$ cat config.mk
export PLATFORM = sky130hd
export DESIGN_NAME = mult_product_accumulator
export DESIGN_NICKNAME = d
export VERILOG_FILES = /design/src/rtl/mult_product_accumulator.sv
export SDC_FILE = /design/constraint.sdc
export NUM_CORES = 1
export LEC_CHECK = 0
export BUFFER_PORTS_ARGS = -buffer_cell sky130_fd_sc_hd__buf_2
export CAP_MARGIN = 20
export CORE_ASPECT_RATIO = 0.9
export CORE_MARGIN = 5
export CORE_UTILIZATION = 55
export DETAILED_ROUTE_END_ITERATION = 12
export HOLD_SLACK_MARGIN = 0.15
export PLACE_DENSITY = 0.81
export SETUP_SLACK_MARGIN = 0.02
export SYNTH_ARGS = -nofsm -noshare
export SYNTH_HDL_FRONTEND = slang
export SYNTH_SLANG_ARGS = --single-unit
$ cat constraint.sdc
create_clock -name clk -period 2.8 [get_ports clk]
set_input_delay 0 -clock clk [delete_from_list [all_inputs] [get_ports clk]]
set_output_delay 0 -clock clk [all_outputs]
set_load 0.02 [all_outputs]
$ cat src/rtl/mult_product_accumulator.sv
// mult_product_accumulator: sums fixed-length frames of multiplier products with saturation, valid/ready on both sides.
// Optional macro ACC_SIGNED_EN selects two's-complement products and a signed accumulator.  Rev 1.0
`default_nettype none

module mult_product_accumulator #(
   parameter int PROD_W    = 8,
   parameter int ACC_W     = 10,
   parameter int FRAME_LEN = 8
) (
   input  logic              clk,
   input  logic              rst,
   input  logic              ena,
   input  logic              clear,
   input  logic [PROD_W-1:0] p_in,
   input  logic              p_valid,
   output logic              p_ready,
   output logic [ACC_W-1:0]  acc_out,
   output logic              acc_valid,
   input  logic              acc_ready,
   output logic              overflow,
   output logic              busy
);

   localparam int CNT_W = $clog2(FRAME_LEN + 1);
   localparam logic [CNT_W-1:0] LAST_CNT = CNT_W'(FRAME_LEN - 1);

   typedef enum logic [1:0] {
      IDLE  = 2'd0,
      ACCUM = 2'd1,
      HOLD  = 2'd2
   } state_t;

   state_t             state;
   logic [ACC_W-1:0]   acc;
   logic [CNT_W-1:0]   count;
   logic               ovf;

   logic [ACC_W:0]     ext;
   logic [ACC_W:0]     sum;
   logic               sat_now;
   logic [ACC_W-1:0]   clamp;
   logic [ACC_W-1:0]   sat_sum;
   logic               accept;

`ifdef ACC_SIGNED_EN
   assign ext     = {{(ACC_W + 1 - PROD_W){p_in[PROD_W-1]}}, p_in};
   assign sum     = {acc[ACC_W-1], acc} + ext;
   // Disagreeing top two bits of the widened sum mean the result left the signed range.
   assign sat_now = sum[ACC_W] ^ sum[ACC_W-1];
   assign clamp   = sum[ACC_W] ? {1'b1, {(ACC_W-1){1'b0}}} : {1'b0, {(ACC_W-1){1'b1}}};
`else
   assign ext     = {{(ACC_W + 1 - PROD_W){1'b0}}, p_in};
   assign sum     = {1'b0, acc} + ext;
   assign sat_now = sum[ACC_W];
   assign clamp   = {ACC_W{1'b1}};
`endif

   assign sat_sum   = sat_now ? clamp : sum[ACC_W-1:0];
   assign p_ready   = ena & ~rst & (state != HOLD);
   assign accept    = p_valid & p_ready;
   assign acc_out   = acc;
   assign acc_valid = (state == HOLD);
   assign busy      = (state == ACCUM);
   assign overflow  = ovf;

   always_ff @(posedge clk or posedge rst) begin
      if (rst) begin
         state <= IDLE;
         acc   <= '0;
         count <= '0;
         ovf   <= 1'b0;
      end else if (ena) begin
         // clear wins over everything, including a pending output handshake.
         if (clear) begin
            state <= IDLE;
            acc   <= '0;
            count <= '0;
            ovf   <= 1'b0;
         end else begin
            case (state)
               IDLE: begin
                  if (accept) begin
                     acc   <= ext[ACC_W-1:0];
                     count <= CNT_W'(1);
                     state <= (FRAME_LEN == 1) ? HOLD : ACCUM;
                  end
               end
               ACCUM: begin
                  if (accept) begin
                     acc   <= sat_sum;
                     count <= count + CNT_W'(1);
                     if (sat_now) begin
                        ovf <= 1'b1;
                     end
                     if (count == LAST_CNT) begin
                        state <= HOLD;
                     end
                  end
               end
               HOLD: begin
                  if (acc_ready) begin
                     state <= IDLE;
                     acc   <= '0;
                     count <= '0;
                     ovf   <= 1'b0;
                  end
               end
               default: begin
                  state <= IDLE;
               end
            endcase
         end
      end
   end

endmodule

`default_nettype wire

==> results of run 1 <==
[layout make-up]
cell class,instances,area share [%]
tap,30,2.09
multi-input combinational,137,57.6
clock inverter,1,0.279
clock buffer,3,1.26
timing repair buffer,38,13.5
sequential,17,23.7
inverter,7,1.47
[flip-flops by register name, indices dropped and copies added (netlist names)]
name / cells
acc_out: 10
overflow: 1
count: 4
state: 2
[per-stage QoR]
stage               worst slack (ns)  util [%]
floorplan                      0.565         -
global placement               0.609      61.6
detailed placement             0.476      61.6
CTS                            0.441      66.3
global route                   0.223      66.3
finish                         0.443      66.3
[worst reg2reg max path: stages (launching register included)]
cell	delay, ns
dfrtp_1	0.41
inv_1	0.12
ha_1	0.38
nor3b_4	0.10
a221oi_4	0.38
or2_1	0.32
buf_4	0.27
o21ai_1	0.12
nor3b_2	0.19
[report_power, final]
group,leakage (nW),switching [W],internal (W),total (W)
registers,0.220,0.0000836,0.000322,0.000406
clock network,0.0177,0.0000844,0.0000531,0.000138
logic,0.589,0.000551,0.000361,0.000912
total,0.826,0.000719,0.000736,0.00146
[how the worst max path moves through the flow]
stage                    start          to  slack (ns)  cells past startpoint
global placement      state[0]  acc_out[9]        0.61                      8
finish                state[0]  acc_out[9]        0.44                      8
CTS                   state[0]  acc_out[9]        0.44                      8
floorplan           acc_out[0]  acc_out[5]        0.57                      8
global route          state[0]  acc_out[9]        0.22                      8
detailed placement    state[0]  acc_out[9]        0.48                      8
[layer usage]
| metal | global-route usage [%] | wire, um | vias to the layer above |
|---|---|---|---|
| li1 | - | - | 705 |
| met1 | 29.9 | 1670 | 698 |
| met4 | 2.66 | 19 | 0 |
| met5 | 0 | 0 | - |
| met3 | 4.14 | 260 | 2 |
| met2 | 35.6 | 1790 | 57 |
[cells in the final DEF, fill, tap and decap left out, drive strengths merged, types with 2 or more instances in the layout]
cell	synthesis	layout
a211oi	4	4
a21o	2	2
a21oi	17	17
a22o	2	2
and2	2	2
and3	2	2
buf	3	28
clkbuf	2	3
dfrtp	17	17
dlygate4sd3	0	10
ha	13	13
inv	7	7
mux2i	2	2
nand2	14	14
nand2b	2	2
nand3	7	7
nor2	13	13
nor2b	3	3
nor3	3	3
nor3b	2	2
o211ai	4	4
o21ai	16	16
o22ai	2	2
o41ai	4	4
or2	2	2
or3	2	2
xor2	2	2
[kinds of logic (layout without fill, tap and decap cells)]
group	Yosys count	after routing	share of synthesized area [%]
XOR/XNOR	2	2	1.15
flip-flops	17	17	27.8
AND/OR/NAND/NOR	56	56	19.7
AO/OA/AOI/OAI	62	62	32.8
adder cells (fa/ha/maj)	14	14	12.0
buffers and inverters	12	49	4.59
multiplexers	3	3	2.05
[timing repair]
item | CTS | global route
hold buffers | 10 | 0
resized for setup | 0 | 0
endpoints found under the hold margin | 28 | 0
==> impl_metrics.tcl, run 1 <==
set metrics [dict create \
    setup_violations 0 \
    final_cell_area_mm2 0.00179 \
    critPathLaunchType "flip-flop" \
    fin_cells 233 \
    yosysWarnings 0 \
    hold_slack_ns 0.225 \
    cts.sinks 17 \
    r2r_cells 8 \
    finalWeightedCongestion 0.824 \
    rr_startpoint "state[0]" \
    ys_ff_latch 17 \
    leakagePower_nw 0.826 \
    clockBufferDepth 2 \
    dpl-instance-area_mm2 0.00166 \
    grtUsageTotal_pct 21.5 \
    grt_pass1_wl_mm 6.54 \
    grt_max_degree 18 \
    start_util_pct 56.5 \
    io_pins 28 \
    first_pass_iters 4 \
    worst_pin_slew_ns 0.722 \
    nets 232 \
    period_share_pct 84.2 \
    drive_gt1_share_pct 24.6 \
    multi_input_area_mm2 0.00103 \
    power.density_mw_per_mm2 812 \
    synth.area.top_cells "dfrtp_1 (28%), ha_1 (11%), a21oi_1 (4.3%)" \
    synth_top_area_share_pct 27.8 \
    clock.fmax_ghz 0.424 \
    ys_top_cells_by_count "dfrtp_1 (17), nand2_1 (14), a21oi_1 (13), ha_1 (13), o21ai_0 (13)" \
    synth_edf_count 0 \
    synth_flop_cell "dfrtp_1" \
    synth_nets 194 \
    wl_per_cell_um 16.0 \
    relSlewSlack_pct 51.8 \
    worst-path-max-fanout 12 \
    grt_antenna_before_repair 0 \
    io_buffers 27 \
    cp_top_family "simple AND/OR/NAND/NOR gates" \
    fin_tns_setup_ns 0 \
    regArea_um2 425 \
    reg2reg_setup_slack_ns 0.44 \
    avgSynthCellArea_um2 9.20 \
    overflow 0 \
    worstHoldPathType "input port to flip-flop" \
    min_period_ns 2.36 \
    routed_wl_mm 3.74 \
    clockRootBuffer "clkbuf_4" \
    dp.cells 219 \
    peakVddDrop_v 0.000477 \
    cap_violations 0 \
    synthArstFlopShare_pct 100 \
    insertion_delay_ns 0.30 \
    die_height_um 60 \
    numCtsBuffers 3 \
    skew_ns 0.0109 \
    syn-cell-area_mm2 0.00153 \
    fill_cells 219 \
    worstPathCellList "inv_1, ha_1, nor3b_4, a221oi_4, or2_1, buf_4, o21ai_1, nor3b_2" \
    drv_slew 0 \
    die_x_um 65.6 \
    core_area_mm2 0.00270 \
    cpPeakStageDelay_ns 0.41 \
    drt-vias-per-instance 6.27 \
    postCtsSetupBuffers 0 \
    h-tree-depth 1 \
    num_rows 18 \
    end_kind "flip-flop" \
    status "complete, no violations" \
    synth_cells 166 \
    cp_data_required_time_ns 3.02 \
    whs_path_depth 4 \
    antenna_cells 0 \
    clk_pin_slew_ns 0.11 \
    cts_tree "done" \
    grt_pass1_vias 1389 \
    vias 1462 \
    synth_area_leader_cell "dfrtp_1" \
    slowest_stage "dfrtp_1" \
    floorplan.die_area_mm2 0.00393 \
    drc 0 \
    worstSetupPathType "flip-flop to flip-flop" \
    yosysMostFrequentCell "dfrtp_1" \
    worst_ep_arrival_time_ns 2.58 \
    min_to "acc_out[6]" \
    critPathBufInv 2 \
    synth-seq-area-share_pct 27.8 \
    hold_start "p_in[6]" \
    reg2reg_to "acc_out[9]" \
    rsz0062_at_grt "false" \
    hold_viol 0 \
    area_growth_pct 17.3 \
    first_iter_violations 103 \
    synth_cell_type_count 52 \
    ant_nets 0 \
    dp_hpwl_mm 2.82 \
    p_total_w 0.00146 \
]
Power figures use the tool's default switching activity.
==> run 2: changes to the inputs <==
==> constraint.sdc (replaced) <==
create_clock -name clk -period 2.4 [get_ports clk]
set_input_delay 0 -clock clk [delete_from_list [all_inputs] [get_ports clk]]
set_output_delay 0 -clock clk [all_outputs]
set_load 0.02 [all_outputs]
==> run 2 against run 1 <==
Clock skew fell by 0.0069 ns. Sequential cell count did not move. Power rose by 18%. Hold slack got worse by 0.0040 ns. Wire length rose by 0.37%. Utilization rose by 0.65 points. Final cell count rose by 0.86%. Die area did not move. Combinational power rose by 20%. Global-route usage fell by 0.89 points. Via count fell by 0.34%. Critical endpoint is now acc_out[5]. Largest cell class unchanged.
==> impl_metrics.tcl, run 2 (synthesis results as in run 1) <==
set metrics [dict create \
    critPathLaunchType "flip-flop" \
    critPathBufInv 0 \
    cts.sinks 17 \
    hold_start "p_in[6]" \
    drv_slew 0 \
    h-tree-depth 1 \
    die_height_um 60 \
    peakVddDrop_v 0.000693 \
    ctsHoldBuffers 10 \
    dp.cells 221 \
    min_to "acc_out[6]" \
    wl_per_cell_um 16.0 \
    reg2reg_to "acc_out[5]" \
    worst-path-max-fanout 7 \
    cpPeakStageDelay_ns 0.42 \
    end_kind "flip-flop" \
    clockBufferDepth 2 \
    grtUsageTotal_pct 20.6 \
    cp_top_family "adder cells" \
    clock.fmax_ghz 0.453 \
    grt_max_degree 18 \
    grt_antenna_before_repair 0 \
    finalWeightedCongestion 0.867 \
    r2r_cells 7 \
    hold_viol 0 \
    fin_tns_setup_ns 0 \
    postCtsSetupBuffers 0 \
    relSlewSlack_pct 53.0 \
    antenna_cells 0 \
    insertion_delay_ns 0.30 \
    cap_violations 0 \
    p_total_w 0.00172 \
    grt_pass1_wl_mm 6.20 \
    worstSetupPathType "flip-flop to flip-flop" \
    dp_hpwl_mm 2.94 \
    reg2reg_setup_slack_ns 0.19 \
    drive_gt1_share_pct 25.4 \
    grt_pass1_vias 1394 \
    min_period_ns 2.21 \
    utilization_pct 66.9 \
    cts_tree "done" \
    worst_slack_ns 0.195 \
    overflow 0 \
    drc 0 \
    whs_path_depth 4 \
    core_area_mm2 0.00270 \
    setup_violations 0 \
    num_rows 18 \
    area_growth_pct 18.4 \
    worst_ep_arrival_time_ns 2.40 \
    slowest_stage "dfrtp_1" \
    io_buffers 27 \
    clockRootBuffer "clkbuf_4" \
    largest_register_ffs 10 \
    dpl_worst_slack_ns 0.220 \
    die_x_um 65.6 \
    numCtsBuffers 3 \
    ant_nets 0 \
    worst_pin_slew_ns 0.705 \
    clk_pin_slew_ns 0.11 \
    status "complete, no violations" \
    vias 1457 \
    fin_cells 235 \
    first_iter_violations 125 \
    rsz0062_at_grt "false" \
    power.density_mw_per_mm2 952 \
    cts_resized 0 \
    cp_data_required_time_ns 2.59 \
    layout_common_cells "buf_2 (27), dfrtp_1 (17), nand2_1 (14)" \
    routed_wl_mm 3.75 \
    nets 234 \
    final_common_cell "buf_2" \
    period_share_pct 91.9 \
    rr_startpoint "acc_out[0]" \
    io_pins 28 \
    worstPathCellList "ha_1, fa_1, nand3_1, a211oi_1, or2_2, o31ai_1, a21oi_2" \
    start_util_pct 56.5 \
    first_pass_iters 5 \
    skew_ns 0.00396 \
    floorplan.die_area_mm2 0.00393 \
    worstHoldPathType "input port to flip-flop" \
    leakagePower_nw 0.832 \
    drt-vias-per-instance 6.20 \
]
[run 2: cell types whose count changed in the layout (fill, tap and decap cells not counted), sizes merged]
cell,delta
buf,+2
clkinv,-1
clkinvlp,+1
[run 2: tightest hold or removal path: stages]
cell and delay [ns]:
buf_2 0.09, nand2b_1 0.07, a21boi_0 0.14, o41ai_2 0.19
[run 2: metrics by stage]
stage	area (um2)	hold WS (ns)
after floorplan	1530	-0.0739
after CTS	1810	0.219
after global placement	1680	0.169
after global routing	1810	0.259
final	1810	0.221
after detailed placement	1680	0.182
[run 2: final cells by class]
| cell class | count | area (um2) |
|---|---|---|
| multi-input cells | 137 | 1030 |
| inverters | 7 | 26.3 |
| flip-flops and latches | 17 | 425 |
| fillers | 219 | 893 |
| well taps | 30 | 37.5 |
| repair buffers | 40 | 258 |
| clock inverters | 1 | 7.51 |
| clock buffers | 3 | 22.5 |
[run 2: where the power goes]
part	leakage [nW]	internal [W]	switching (W)	total, W
combinational	0.598	0.000431	0.000656	0.00109
clock	0.0139	0.0000636	0.000106	0.000170
sequential	0.220	0.000376	0.0000898	0.000465
total	0.832	0.000871	0.000852	0.00172
[run 2: worst max path at each step]
stage	startpoint	to	slack (ns)	cells past startpoint
floorplan	acc_out[0]	acc_out[5]	0.17	8
global placement	acc_out[0]	acc_out[5]	0.29	7
detailed placement	acc_out[0]	acc_out[5]	0.22	7
CTS	acc_out[0]	acc_out[5]	0.19	7
global route	acc_out[0]	acc_out[5]	0.06	7
finish	acc_out[0]	acc_out[5]	0.19	7
[run 2: per-layer routing]
layer  up-vias  track usage, %  share of wire [%]
met4         0            5.03                1.4
met1       686            25.0                 43
li1        712               -                  -
met2        51            37.2                 49
met5         -               0                  0
met3         8            4.32                6.4
==> run 3: changes to the inputs <==
--- a/config.mk
+++ b/config.mk
@@ -9,10 +9,10 @@
 export CAP_MARGIN = 20
 export CORE_ASPECT_RATIO = 0.9
 export CORE_MARGIN = 5
-export CORE_UTILIZATION = 55
+export CORE_UTILIZATION = 50
 export DETAILED_ROUTE_END_ITERATION = 12
 export HOLD_SLACK_MARGIN = 0.15
-export PLACE_DENSITY = 0.81
+export PLACE_DENSITY = 0.75
 export SETUP_SLACK_MARGIN = 0.02
 export SYNTH_ARGS = -nofsm -noshare
 export SYNTH_HDL_FRONTEND = slang
==> constraint.sdc (replaced) <==
create_clock -name clk -period 2.7 [get_ports clk]
set_input_delay 0 -clock clk [delete_from_list [all_inputs] [get_ports clk]]
set_output_delay 0 -clock clk [all_outputs]
set_load 0.02 [all_outputs]
==> run 3 against run 2 <==
Worst setup slack gained 0.14 ns. Hold slack gained 0.014 ns. Die area grew 8.4%. Clock power shrank 16%. Critical path depth grew 1. Utilization shrank 6.7 points. Combinational power shrank 13%. Clock skew grew 0.0014 ns. Fmax shrank 6.8%. First-iteration DRC count shrank 23%. Non-clock buffer count shrank 2. Sequential share of layout area is essentially flat. Critical path type unchanged. Critical endpoint is now acc_out[9]. Largest cell class unchanged. Largest power group unchanged.
==> impl_metrics.tcl, run 3 (synthesis results as in run 1) <==
set metrics [dict create \
    status "complete, no violations" \
    first_iter_violations 96 \
    worst-path-max-fanout 11 \
    grt_antenna_before_repair 0 \
    worst_slack_ns 0.333 \
    largest_register_ffs 10 \
    overflow 0 \
    drive_gt1_share_pct 24.1 \
    num_rows 19 \
    dpl-instance-area_mm2 0.00168 \
    reg2reg_setup_slack_ns 0.33 \
    cap_violations 0 \
    die_height_um 62.4 \
    die_x_um 68.3 \
    hold_start "acc_ready" \
    cts_tree "done" \
    routed_wl_mm 3.74 \
    final_cell_area_mm2 0.00181 \
    cts_resized 0 \
    area_growth_pct 18.2 \
    drt-vias-per-instance 5.87 \
    power.density_mw_per_mm2 837 \
    core_area_mm2 0.00300 \
    r2r_cells 8 \
    dp_hpwl_mm 2.83 \
    numCtsBuffers 3 \
    clockRootBuffer "clkbuf_4" \
    critPathLaunchType "flip-flop" \
    worst_ep_arrival_time_ns 2.59 \
    multi_input_area_mm2 0.00103 \
    min_period_ns 2.37 \
    leakagePower_nw 0.824 \
    nets 232 \
    drc 0 \
    wl_per_cell_um 15.3 \
    rsz0062_at_grt "false" \
    whs_path_depth 4 \
    hold_viol 0 \
    cts.sinks 17 \
    setup_violations 0 \
    skew_ns 0.00534 \
    rr_startpoint "state[0]" \
    floorplan.die_area_mm2 0.00426 \
    antenna_cells 0 \
    vias 1437 \
    layout_common_cells "buf_2 (27), dfrtp_1 (17), nand2_1 (14)" \
    final_common_cell "buf_2" \
    start_util_pct 51.0 \
    relSlewSlack_pct 54.4 \
    regArea_um2 425 \
    grt_pass1_vias 1479 \
    min_to "overflow" \
    fill_cells 273 \
    utilization_pct 60.3 \
    period_share_pct 87.7 \
    drv_slew 0 \
    grt_max_degree 18 \
    clockBufferDepth 2 \
    worstHoldPathType "input port to flip-flop" \
    worstSetupPathType "flip-flop to flip-flop" \
    first_pass_iters 4 \
    io_pins 28 \
    finalWeightedCongestion 0.799 \
    clk_pin_slew_ns 0.11 \
    dpl_worst_slack_ns 0.365 \
    grtUsageTotal_pct 19.8 \
    grt_pass1_wl_mm 6.73 \
    clock.fmax_ghz 0.422 \
    reg2reg_to "acc_out[9]" \
    h-tree-depth 1 \
    io_buffers 27 \
    end_kind "flip-flop" \
    peakVddDrop_v 0.000446 \
    insertion_delay_ns 0.29 \
    cp_data_required_time_ns 2.93 \
    ant_nets 0 \
    fin_tns_setup_ns 0 \
    worst_pin_slew_ns 0.683 \
]
-- run 3: how the worst max path moves through the flow --
stage,start,endpoint,slack (ns),cells after the start
finish,state[0],acc_out[9],0.33,8
global route,state[0],acc_out[4],0.16,8
CTS,state[0],acc_out[9],0.33,8
floorplan,acc_out[0],acc_out[5],0.47,8
detailed placement,state[0],acc_out[9],0.37,8
global placement,state[0],acc_out[9],0.50,8
-- run 3: worst max-delay path, cell delays in order (launching register included) --
cell and delay, ns:
dfrtp_1 0.42, inv_1 0.13, ha_1 0.36, nor3b_4 0.10
a221oi_4 0.40, or2_1 0.36, buf_4 0.28, a2111oi_4 0.06
nor3b_2 0.18
-- run 3: per-layer routing --
metal  vias up  GRT usage [%]  wire, um
li1        704              -         -
met1       685           27.4      1700
met2        44           31.6      1800
met3         4           3.78       210
met4         0           4.22        35
met5         -              0         0
-- run 3: where the power goes --
part,leakage (nW),switching (W),internal [W]
logic,0.589,0.000574,0.000373
clock network,0.0150,0.0000850,0.0000575
registers,0.220,0.0000871,0.000334
total,0.824,0.000746,0.000764
-- run 3: repair_timing --
item                                    in CTS  in global routing
endpoints found under the hold margin       28                  0
buffers inserted                             0                  0
hold buffers                                10                  0
endpoints found under the setup margin       0                  0
-- run 3: per-stage QoR --
stage / power, W / hold WS (ns) / std cells
5_1_grt: 0.00165 / 0.238 / 245
6_report: 0.00151 / 0.235 / 245
4_1_cts: 0.00151 / 0.242 / 245
3_3_place_gp: 0.00131 / 0.174 / 231
2_1_floorplan: 0.00113 / -0.0739 / 166
3_5_place_dp: 0.00136 / 0.178 / 231
-- run 3: final cells by class --
cell class	instances	area share, %
clock buffer	4	1.46
inverter	7	1.46
multi-input combinational	137	57.2
sequential	17	23.6
tap	42	2.91
timing repair buffer	38	13.4
